`src/rtl/frame_scaler_if.sv`:
```
// Control, pixel-ROM and frame-RAM signals of the frame scaler; the master side
// is the run controller plus ROM, the slave side is the scaling engine.
interface frame_scaler_if #(
    parameter int PIX_W  = 8,
    parameter int ADDR_W = 19
) ();
    logic              start;
    logic [1:0]        mode;
    logic [2:0]        factor;
    logic [ADDR_W-1:0] rom_addr;
    logic [PIX_W-1:0]  rom_data;
    logic [ADDR_W-1:0] ram_wraddr;
    logic [PIX_W-1:0]  ram_data;
    logic              ram_wren;
    logic              busy;
    logic              done;
    logic              err;

    modport master (
        output start, mode, factor, rom_data,
        input  rom_addr, ram_wraddr, ram_data, ram_wren, busy, done, err
    );

    modport slave (
        input  start, mode, factor, rom_data,
        output rom_addr, ram_wraddr, ram_data, ram_wren, busy, done, err
    );
endinterface

```
`src/rtl/frame_scaler.sv`:
```
// Copy / replicate / point-decimate / block-average scaler from pixel ROM into frame RAM.
// First write ROM_LAT+1 cycles after start (after F^2 reads when averaging); no backpressure.
module frame_scaler #(
    parameter int SRC_W      = 160,
    parameter int SRC_H      = 120,
    parameter int PIX_W      = 8,
    parameter int ADDR_W     = 19,
    parameter int MAX_FACTOR = 4,
    parameter int ROM_LAT    = 1
) (
    input logic           clk,
    input logic           reset,
    frame_scaler_if.slave bus
);
    localparam int CW    = $clog2(SRC_W + 2 * MAX_FACTOR + 1);
    localparam int RW    = $clog2(SRC_H + 2 * MAX_FACTOR + 1);
    localparam int ACC_W = PIX_W + 4;
    localparam int DCW   = $clog2(ROM_LAT + 2);

    localparam logic [1:0] M_COPY = 2'b00, M_REP = 2'b01, M_AVG = 2'b11;
    localparam logic [CW-1:0]     W_C     = CW'(SRC_W);
    localparam logic [CW-1:0]     W_LAST  = CW'(SRC_W - 1);
    localparam logic [RW-1:0]     H_R     = RW'(SRC_H);
    localparam logic [RW-1:0]     H_LAST  = RW'(SRC_H - 1);
    localparam logic [ADDR_W-1:0] W_A     = ADDR_W'(SRC_W);
    localparam logic [2:0]        MF      = 3'(MAX_FACTOR);
    localparam logic [DCW-1:0]    DC_LAST = DCW'(ROM_LAT);

    typedef enum logic [1:0] {S_IDLE, S_RUN, S_DRAIN} state_e;

    state_e            state_q, state_d;
    logic [1:0]        mode_q;
    logic [2:0]        f_q, fm1_q, f_in;
    logic [ADDR_W-1:0] rstep_q;
    logic [CW-1:0]     col_q, col_d;
    logic [RW-1:0]     sr_q, sr_d;
    logic [ADDR_W-1:0] rowb_q, rowb_d, boff_q, boff_d, dst_q, rom_addr_q, rom_addr_d;
    logic [2:0]        ux_q, ux_d, uy_q, uy_d;
    logic [DCW-1:0]    dcnt_q;
    logic              done_q, err_q, legal, accept;
    logic              is_last, blk_first, blk_last, ux_wrap, uy_wrap, col_end, row_end, adv;

    logic              pv_q [ROM_LAT];
    logic              pf_q [ROM_LAT];
    logic              pl_q [ROM_LAT];
    logic [ADDR_W-1:0] pd_q [ROM_LAT];

    logic [ACC_W-1:0]  acc_q, acc_sum;
    logic [2:0]        shf;
    logic              ram_wren_q;
    logic [ADDR_W-1:0] ram_wraddr_q;
    logic [PIX_W-1:0]  ram_data_q;

    // F*SRC_W built from shifted copies so no multiplier appears in the address path
    function automatic logic [ADDR_W-1:0] row_step(input logic [2:0] f);
        return (f[0] ? W_A : '0) + (f[1] ? (W_A << 1) : '0) + (f[2] ? (W_A << 2) : '0);
    endfunction

    always_comb begin
        legal = 1'b0;
        case (bus.mode)
            2'b00:        legal = 1'b1;
            2'b01, 2'b10: legal = (bus.factor != 3'd0) && (bus.factor <= MF);
            default:      legal = ((bus.factor == 3'd1) || (bus.factor == 3'd2) ||
                                   (bus.factor == 3'd4)) && (bus.factor <= MF);
        endcase
        f_in   = (bus.mode == M_COPY) ? 3'd1 : bus.factor;
        accept = bus.start && (state_q == S_IDLE) && legal;
    end

    always_ff @(posedge clk) begin
        if (reset) state_q <= S_IDLE;
        else       state_q <= state_d;
    end

    always_comb begin
        state_d = state_q;
        case (state_q)
            S_IDLE:  if (accept) state_d = S_RUN;
            S_RUN:   if (is_last) state_d = S_DRAIN;
            S_DRAIN: if (dcnt_q == DC_LAST) state_d = S_IDLE;
            default: state_d = S_IDLE;
        endcase
    end

    assign bus.busy = (state_q != S_IDLE);

    // Counters always describe the read currently on rom_addr; _d is the following read.
    always_comb begin
        col_d   = col_q;
        sr_d    = sr_q;
        rowb_d  = rowb_q;
        boff_d  = boff_q;
        ux_d    = ux_q;
        uy_d    = uy_q;
        is_last = 1'b0;
        adv     = 1'b1;
        ux_wrap = (ux_q == fm1_q);
        uy_wrap = (uy_q == fm1_q);
        blk_first = (mode_q == M_AVG) ? (ux_q == 3'd0 && uy_q == 3'd0) : 1'b1;
        blk_last  = (mode_q == M_AVG) ? (ux_wrap && uy_wrap) : 1'b1;
        col_end = ((col_q + CW'({f_q, 1'b0})) > W_C);
        row_end = ((sr_q + RW'({f_q, 1'b0})) > H_R);
        if (mode_q == M_REP) begin
            ux_d = ux_wrap ? 3'd0 : ux_q + 3'd1;
            if (ux_wrap) begin
                if (col_q != W_LAST) begin
                    col_d = col_q + CW'(1);
                end else begin
                    col_d = '0;
                    uy_d  = uy_wrap ? 3'd0 : uy_q + 3'd1;
                    if (uy_wrap) begin
                        if (sr_q == H_LAST) begin
                            is_last = 1'b1;
                        end else begin
                            sr_d   = sr_q + RW'(1);
                            rowb_d = rowb_q + W_A;
                        end
                    end
                end
            end
        end else begin
            if (mode_q == M_AVG) begin
                ux_d = ux_wrap ? 3'd0 : ux_q + 3'd1;
                if (ux_wrap) begin
                    uy_d   = uy_wrap ? 3'd0 : uy_q + 3'd1;
                    boff_d = uy_wrap ? '0 : boff_q + W_A;
                end
                adv = ux_wrap && uy_wrap;
            end
            if (adv) begin
                if (col_end) begin
                    col_d = '0;
                    if (row_end) begin
                        is_last = 1'b1;
                    end else begin
                        sr_d   = sr_q + RW'(f_q);
                        rowb_d = rowb_q + rstep_q;
                    end
                end else begin
                    col_d = col_q + CW'(f_q);
                end
            end
        end
        if (state_q != S_RUN) is_last = 1'b0;
        rom_addr_d = rowb_d + boff_d + ADDR_W'(col_d) + ((mode_q == M_AVG) ? ADDR_W'(ux_d) : '0);
    end

    always_ff @(posedge clk) begin
        if (reset) begin
            mode_q     <= M_REP;
            f_q        <= 3'd1;
            fm1_q      <= 3'd0;
            rstep_q    <= '0;
            col_q      <= '0;
            sr_q       <= '0;
            rowb_q     <= '0;
            boff_q     <= '0;
            ux_q       <= '0;
            uy_q       <= '0;
            dst_q      <= '0;
            rom_addr_q <= '0;
            dcnt_q     <= '0;
            done_q     <= 1'b0;
            err_q      <= 1'b0;
        end else begin
            done_q <= (state_q == S_DRAIN) && (dcnt_q == DC_LAST);
            dcnt_q <= (state_q == S_DRAIN) ? dcnt_q + DCW'(1) : '0;
            if (bus.start && state_q == S_IDLE) err_q <= ~legal;
            if (accept) begin
                mode_q     <= (bus.mode == M_COPY) ? M_REP : bus.mode;
                f_q        <= f_in;
                fm1_q      <= f_in - 3'd1;
                rstep_q    <= row_step(f_in);
                col_q      <= '0;
                sr_q       <= '0;
                rowb_q     <= '0;
                boff_q     <= '0;
                ux_q       <= '0;
                uy_q       <= '0;
                dst_q      <= '0;
                rom_addr_q <= '0;
            end else if (state_q == S_RUN && !is_last) begin
                col_q      <= col_d;
                sr_q       <= sr_d;
                rowb_q     <= rowb_d;
                boff_q     <= boff_d;
                ux_q       <= ux_d;
                uy_q       <= uy_d;
                dst_q      <= dst_q + (blk_last ? ADDR_W'(1) : '0);
                rom_addr_q <= rom_addr_d;
            end
        end
    end

    always_ff @(posedge clk) begin
        if (reset) begin
            for (int i = 0; i < ROM_LAT; i++) pv_q[i] <= 1'b0;
        end else begin
            pv_q[0] <= (state_q == S_RUN);
            for (int i = 1; i < ROM_LAT; i++) pv_q[i] <= pv_q[i-1];
        end
    end

    always_ff @(posedge clk) begin
        pf_q[0] <= blk_first;
        pl_q[0] <= blk_last;
        pd_q[0] <= dst_q;
        for (int i = 1; i < ROM_LAT; i++) begin
            pf_q[i] <= pf_q[i-1];
            pl_q[i] <= pl_q[i-1];
            pd_q[i] <= pd_q[i-1];
        end
    end

    always_comb begin
        acc_sum = (pf_q[ROM_LAT-1] ? '0 : acc_q) + ACC_W'(bus.rom_data);
        case (f_q)
            3'd2:    shf = 3'd2;
            3'd4:    shf = 3'd4;
            default: shf = 3'd0;
        endcase
    end

    always_ff @(posedge clk) begin
        if (reset) begin
            acc_q        <= '0;
            ram_wren_q   <= 1'b0;
            ram_wraddr_q <= '0;
            ram_data_q   <= '0;
        end else begin
            ram_wren_q <= pv_q[ROM_LAT-1] && pl_q[ROM_LAT-1];
            if (pv_q[ROM_LAT-1]) acc_q <= acc_sum;
            if (pv_q[ROM_LAT-1] && pl_q[ROM_LAT-1]) begin
                ram_wraddr_q <= pd_q[ROM_LAT-1];
                ram_data_q   <= (mode_q == M_AVG) ? PIX_W'(acc_sum >> shf) : bus.rom_data;
            end
        end
    end

    assign bus.rom_addr   = rom_addr_q;
    assign bus.ram_wren   = ram_wren_q;
    assign bus.ram_wraddr = ram_wraddr_q;
    assign bus.ram_data   = ram_data_q;
    assign bus.done       = done_q;
    assign bus.err        = err_q;
endmodule

```
`src/flat_wrapper.sv`:
```
// flat-port wrapper written by rule: the top's interface ports become plain ports
module frame_scaler_flat 
#(
    parameter int SRC_W      = 160,
    parameter int SRC_H      = 120,
    parameter int PIX_W      = 8,
    parameter int ADDR_W     = 19,
    parameter int MAX_FACTOR = 4,
    parameter int ROM_LAT    = 1
)
  (clk, reset, bus_start, bus_mode, bus_factor, bus_rom_data, bus_rom_addr, bus_ram_wraddr, bus_ram_data, bus_ram_wren, bus_busy, bus_done, bus_err);
  frame_scaler_if #(.PIX_W(PIX_W), .ADDR_W(ADDR_W)) bus_i ();
  input logic clk;
  input logic reset;
  input wire logic [$bits(bus_i.start)-1:0] bus_start;
  input wire logic [$bits(bus_i.mode)-1:0] bus_mode;
  input wire logic [$bits(bus_i.factor)-1:0] bus_factor;
  input wire logic [$bits(bus_i.rom_data)-1:0] bus_rom_data;
  output wire logic [$bits(bus_i.rom_addr)-1:0] bus_rom_addr;
  output wire logic [$bits(bus_i.ram_wraddr)-1:0] bus_ram_wraddr;
  output wire logic [$bits(bus_i.ram_data)-1:0] bus_ram_data;
  output wire logic [$bits(bus_i.ram_wren)-1:0] bus_ram_wren;
  output wire logic [$bits(bus_i.busy)-1:0] bus_busy;
  output wire logic [$bits(bus_i.done)-1:0] bus_done;
  output wire logic [$bits(bus_i.err)-1:0] bus_err;
  assign bus_i.start = bus_start;
  assign bus_i.mode = bus_mode;
  assign bus_i.factor = bus_factor;
  assign bus_i.rom_data = bus_rom_data;
  assign bus_rom_addr = bus_i.rom_addr;
  assign bus_ram_wraddr = bus_i.ram_wraddr;
  assign bus_ram_data = bus_i.ram_data;
  assign bus_ram_wren = bus_i.ram_wren;
  assign bus_busy = bus_i.busy;
  assign bus_done = bus_i.done;
  assign bus_err = bus_i.err;
  frame_scaler #(.SRC_W(SRC_W), .SRC_H(SRC_H), .PIX_W(PIX_W), .ADDR_W(ADDR_W), .MAX_FACTOR(MAX_FACTOR), .ROM_LAT(ROM_LAT)) u_core (.clk(clk), .reset(reset), .bus(bus_i));
endmodule
```
`config.mk`:
```
export PLATFORM = sky130hd
export DESIGN_NAME = frame_scaler_flat
export DESIGN_NICKNAME = d
export VERILOG_FILES = /design/src/rtl/frame_scaler_if.sv /design/src/rtl/frame_scaler.sv /design/src/flat_wrapper.sv
export SDC_FILE = /design/constraint.sdc
export NUM_CORES = 1
export LEC_CHECK = 0
export BUFFER_PORTS_ARGS = -buffer_cell sky130_fd_sc_hd__buf_2
export CORE_MARGIN = 3
export CORE_UTILIZATION = 40
export DETAILED_ROUTE_END_ITERATION = 6
export PLACE_DENSITY_LB_ADDON = 0.08
export SETUP_SLACK_MARGIN = 0.1
export SLEW_MARGIN = 10
export SYNTH_ARGS = -nofsm -noshare
export SYNTH_HDL_FRONTEND = slang
export SYNTH_SLANG_ARGS = --single-unit
```
`constraint.sdc`:
```
create_clock -name clk -period 5.75 [get_ports clk]
set_clock_uncertainty 0.1 [all_clocks]
set_input_delay 1.4375 -clock clk [delete_from_list [all_inputs] [get_ports clk]]
set_output_delay 1.4375 -clock clk [all_outputs]
set_load 0.02 [all_outputs]
```
==> metrics <==
status completed; crit path max fanout 5; startpoint types flip-flop; Comb power frac 12.1%; Relative slew margins 25.0%; synth unique cells 74; GPL Wtd Cong 0.864; met1 WL 13.1 mm; met3 wire len 977 um; Sw Pwr 904 uW; worst-margin pin slew 1.12 ns; sequential power share 43.8%; H-tree Lvls 4; area growth from synthesis to layout 16.7%; Leak 4.97 nW; placed insts 1612; TNS Setup 0 ns; Syn. warnings 0; pin count of the biggest net entering global routing 76; fin cells 1653; Max Root-Sink Buffers 2; minimum clock period 5.50 ns; vias per cell 5.34; vias in the first global route 8376; Switching Share 31.6%; initial antenna violation count 0; Tot Pwr 2.86 mW; Clock Latency Late Sink 0.44 ns; num rows 57; CTS Hold Bufs 0; Seq/Total Area, Yosys 34.1%; Worst-path clk slew 0.09 ns; via count of the routed design 8832; post-synthesis cell count 1243; Post-Syn Area 10200 um2; Hold Crit Class reg2reg; Synth top area share 34.1%; clock sink count 174; Die H 166 um; cts bufs inserted 17; RSZ-0062 raised after global routing yes; period utilization 95.7%; Tot GR Track Use 18.9%; count of pins over their slew limit 0; layout cell share with drive strength beyond 1 15.6%; Setup violations, final 0; flops & latches, synth 174; internal power 1.96 mW; post-synthesis async set-or-reset flop share 0%; routed len/inst 16.2 um; DRC Markers 0; WHS 0.261 ns; Synth area leaders dfxtp_1, ha_1, a21oi_1, nand2_1, nor2_1; WL met2 12.3 mm; Critical Path End Type flip-flop; syn_nets 1360; Hold Vio Cnt, Final 0; Post-Syn Area per Cell 8.21 um2; PwrDens 240 nW/um2; Die Width 166 um; DRT Pass-1 Iters 5; DR iter-0 viols 426; top sig layer met4; Critical Path AT 5.70 ns; DP Wirelength 18.7 mm; final wirelength 26.7 mm; f_max 0.182 GHz; # diodes 0; core area 24700 um2; maximum vdd drop 0.203 mV; Top Ports 66; post-route antenna net violation count 0; gr ovfl total 0; CTS Root Cell clkbuf_16; Initial Util 41.3%; CP required 5.94 ns; CTS tree yes; final design utilization 48.3%; Max-Cap Viols 0; number of synthesized flops with an enable pin 0; Clock power frac 44.1%; top cell type by total area after synthesis dfxtp_1; port buffer count 65; Critical Setup Path Class reg2reg; Post-layout nets 1433; Synth Flop Type dfxtp_1; global-route wire length before repair 43.3 mm; DIE AREA 27500 um2
==> path summary, 6_finish.rpt <==
| kind | startpoint | to | slack (ns) | depth (start not counted) |
|---|---|---|---|---|
| worst max register to register | u_core.f_q[0]$_SDFFE_PP1P_ | u_core.bus.rom_addr[18]$_SDFFE_PP0P_ | 0.25 | 23 |
| worst min-delay path | u_core.dst_q[18]$_SDFFE_PP0P_ | u_core.pd_q[0][18]$_DFF_P_ | 0.26 | 0 |
| worst min register to register | u_core.dst_q[18]$_SDFFE_PP0P_ | u_core.pd_q[0][18]$_DFF_P_ | 0.26 | 0 |
| worst max-delay path | u_core.f_q[0]$_SDFFE_PP1P_ | u_core.bus.rom_addr[18]$_SDFFE_PP0P_ | 0.25 | 23 |
==> worst max-delay path: stages, from the launching register on <==
cell and delay (ns):
dfxtp_2 0.37, ha_4 0.14, inv_1 0.04, fa_2 0.38, xor2_1 0.17, nand3_2 0.13
a22oi_2 0.07, a211o_1 0.37, o21ai_4 0.27, o22ai_2 0.18, a21oi_1 0.25, mux2i_2 0.14
fa_1 0.47, ha_1 0.31, ha_1 0.21, or4_4 0.53, a21oi_4 0.17, nor4_4 0.06
nor3_2 0.26, nor3_2 0.08, a2111oi_2 0.22, xnor3_1 0.28, nand2_2 0.09, a21oi_2 0.07
==> flip-flops by register name, summed over array words and instances (netlist names), 2 cells and up <==
name / count
u_core.ux_q: 3
u_core.uy_q: 3
u_core.pd_q: 19
u_core.rstep_q: 6
u_core.acc_q: 12
u_core.boff_q: 19
u_core.bus.ram_wraddr: 19
u_core.dst_q: 19
u_core.fm1_q: 3
u_core.bus.ram_data: 8
u_core.rowb_q: 14
u_core.col_q: 8
u_core.bus.rom_addr: 19
u_core.f_q: 2
u_core.sr_q: 8
u_core.dcnt_q: 2
u_core.state_q: 2
u_core.mode_q: 2
==> metrics by stage <==
step / instance area, um2 / worst slack [ns]
after global placement: 11000 / -0.0157
after detailed placement: 11000 / -0.0783
final: 11900 / 0.246
after CTS: 11700 / 0.115
after global routing: 11900 / -0.00458
after floorplan: 10200 / 0.178
==> cell type report <==
| cell class | count | area, um2 |
|---|---|---|
| Fill cell | 2494 | 12800 |
| Multi-Input combinational cell | 973 | 6560 |
| Inverter | 43 | 161 |
| Clock inverter | 15 | 220 |
| Clock buffer | 17 | 425 |
| Tap cell | 324 | 405 |
| Sequential cell | 174 | 3490 |
| Timing Repair Buffer | 107 | 648 |
==> layer usage <==
| layer | track usage (%) | up-vias |
|---|---|---|
| met3 | 2.60 | 27 |
| met4 | 4.30 | 0 |
| met2 | 31.5 | 136 |
| li1 | - | 4486 |
| met1 | 26.2 | 4183 |
| met5 | 0 | - |
==> what timing repair did <==
item	4_1_cts	5_1_grt
endpoints found under the setup margin	4	7
pin swaps	11	26
resized for setup	15	39
buffers inserted	3	6
==> logic make-up (layout without fill, tap and decap cells) <==
kind of cell    after synthesis  after routing  synth area share, %
compound gates              273            273                 16.4
buf+inv                      96            182                 4.28
simple gates                500            500                 23.0
mux                          15             15                 1.48
flops                       174            174                 34.1
fa+ha+maj                   101            101                 13.3
xor+xnor                     84             84                 7.35
==> power groups by stage <==
| stage | registers (mW) | logic [mW] | clock network, mW |
|---|---|---|---|
| 2_1_floorplan | 1.28 | 0.225 | 0 |
| 3_3_place_gp | 1.28 | 0.330 | 0 |
| 3_5_place_dp | 1.28 | 0.330 | 0 |
| 4_1_cts | 1.25 | 0.337 | 1.30 |
| 5_1_grt | 1.26 | 0.384 | 1.34 |
| 6_report | 1.25 | 0.346 | 1.26 |
==> synthesized netlist by cell type, types with 7 or more instances <==
library cell	count
a211oi_1	22
a21o_1	12
a21oi_1	128
and2_1	14
and3_1	17
clkbuf_1	36
dfxtp_1	174
fa_1	12
ha_1	89
inv_1	42
mux2i_1	14
nand2_1	169
nand2b_1	10
nand3_1	33
nand4_1	16
nor2_1	137
nor2b_1	22
nor3_1	28
nor4_1	7
o21a_1	9
o21ai_0	40
o31ai_1	7
or3_1	12
xnor2_1	43
xor2_1	40
==> cells in the final DEF (no fill, tap or decap), types with 40 or more instances in the layout <==
master   count
a21oi_1    119
buf_2       65
buf_4       40
dfxtp_1    171
ha_1        85
inv_1       42
nand2_1    166
nor2_1     136
xnor2_1     43
xor2_1      40
Note: power is estimated with default switching activity, not from simulation.
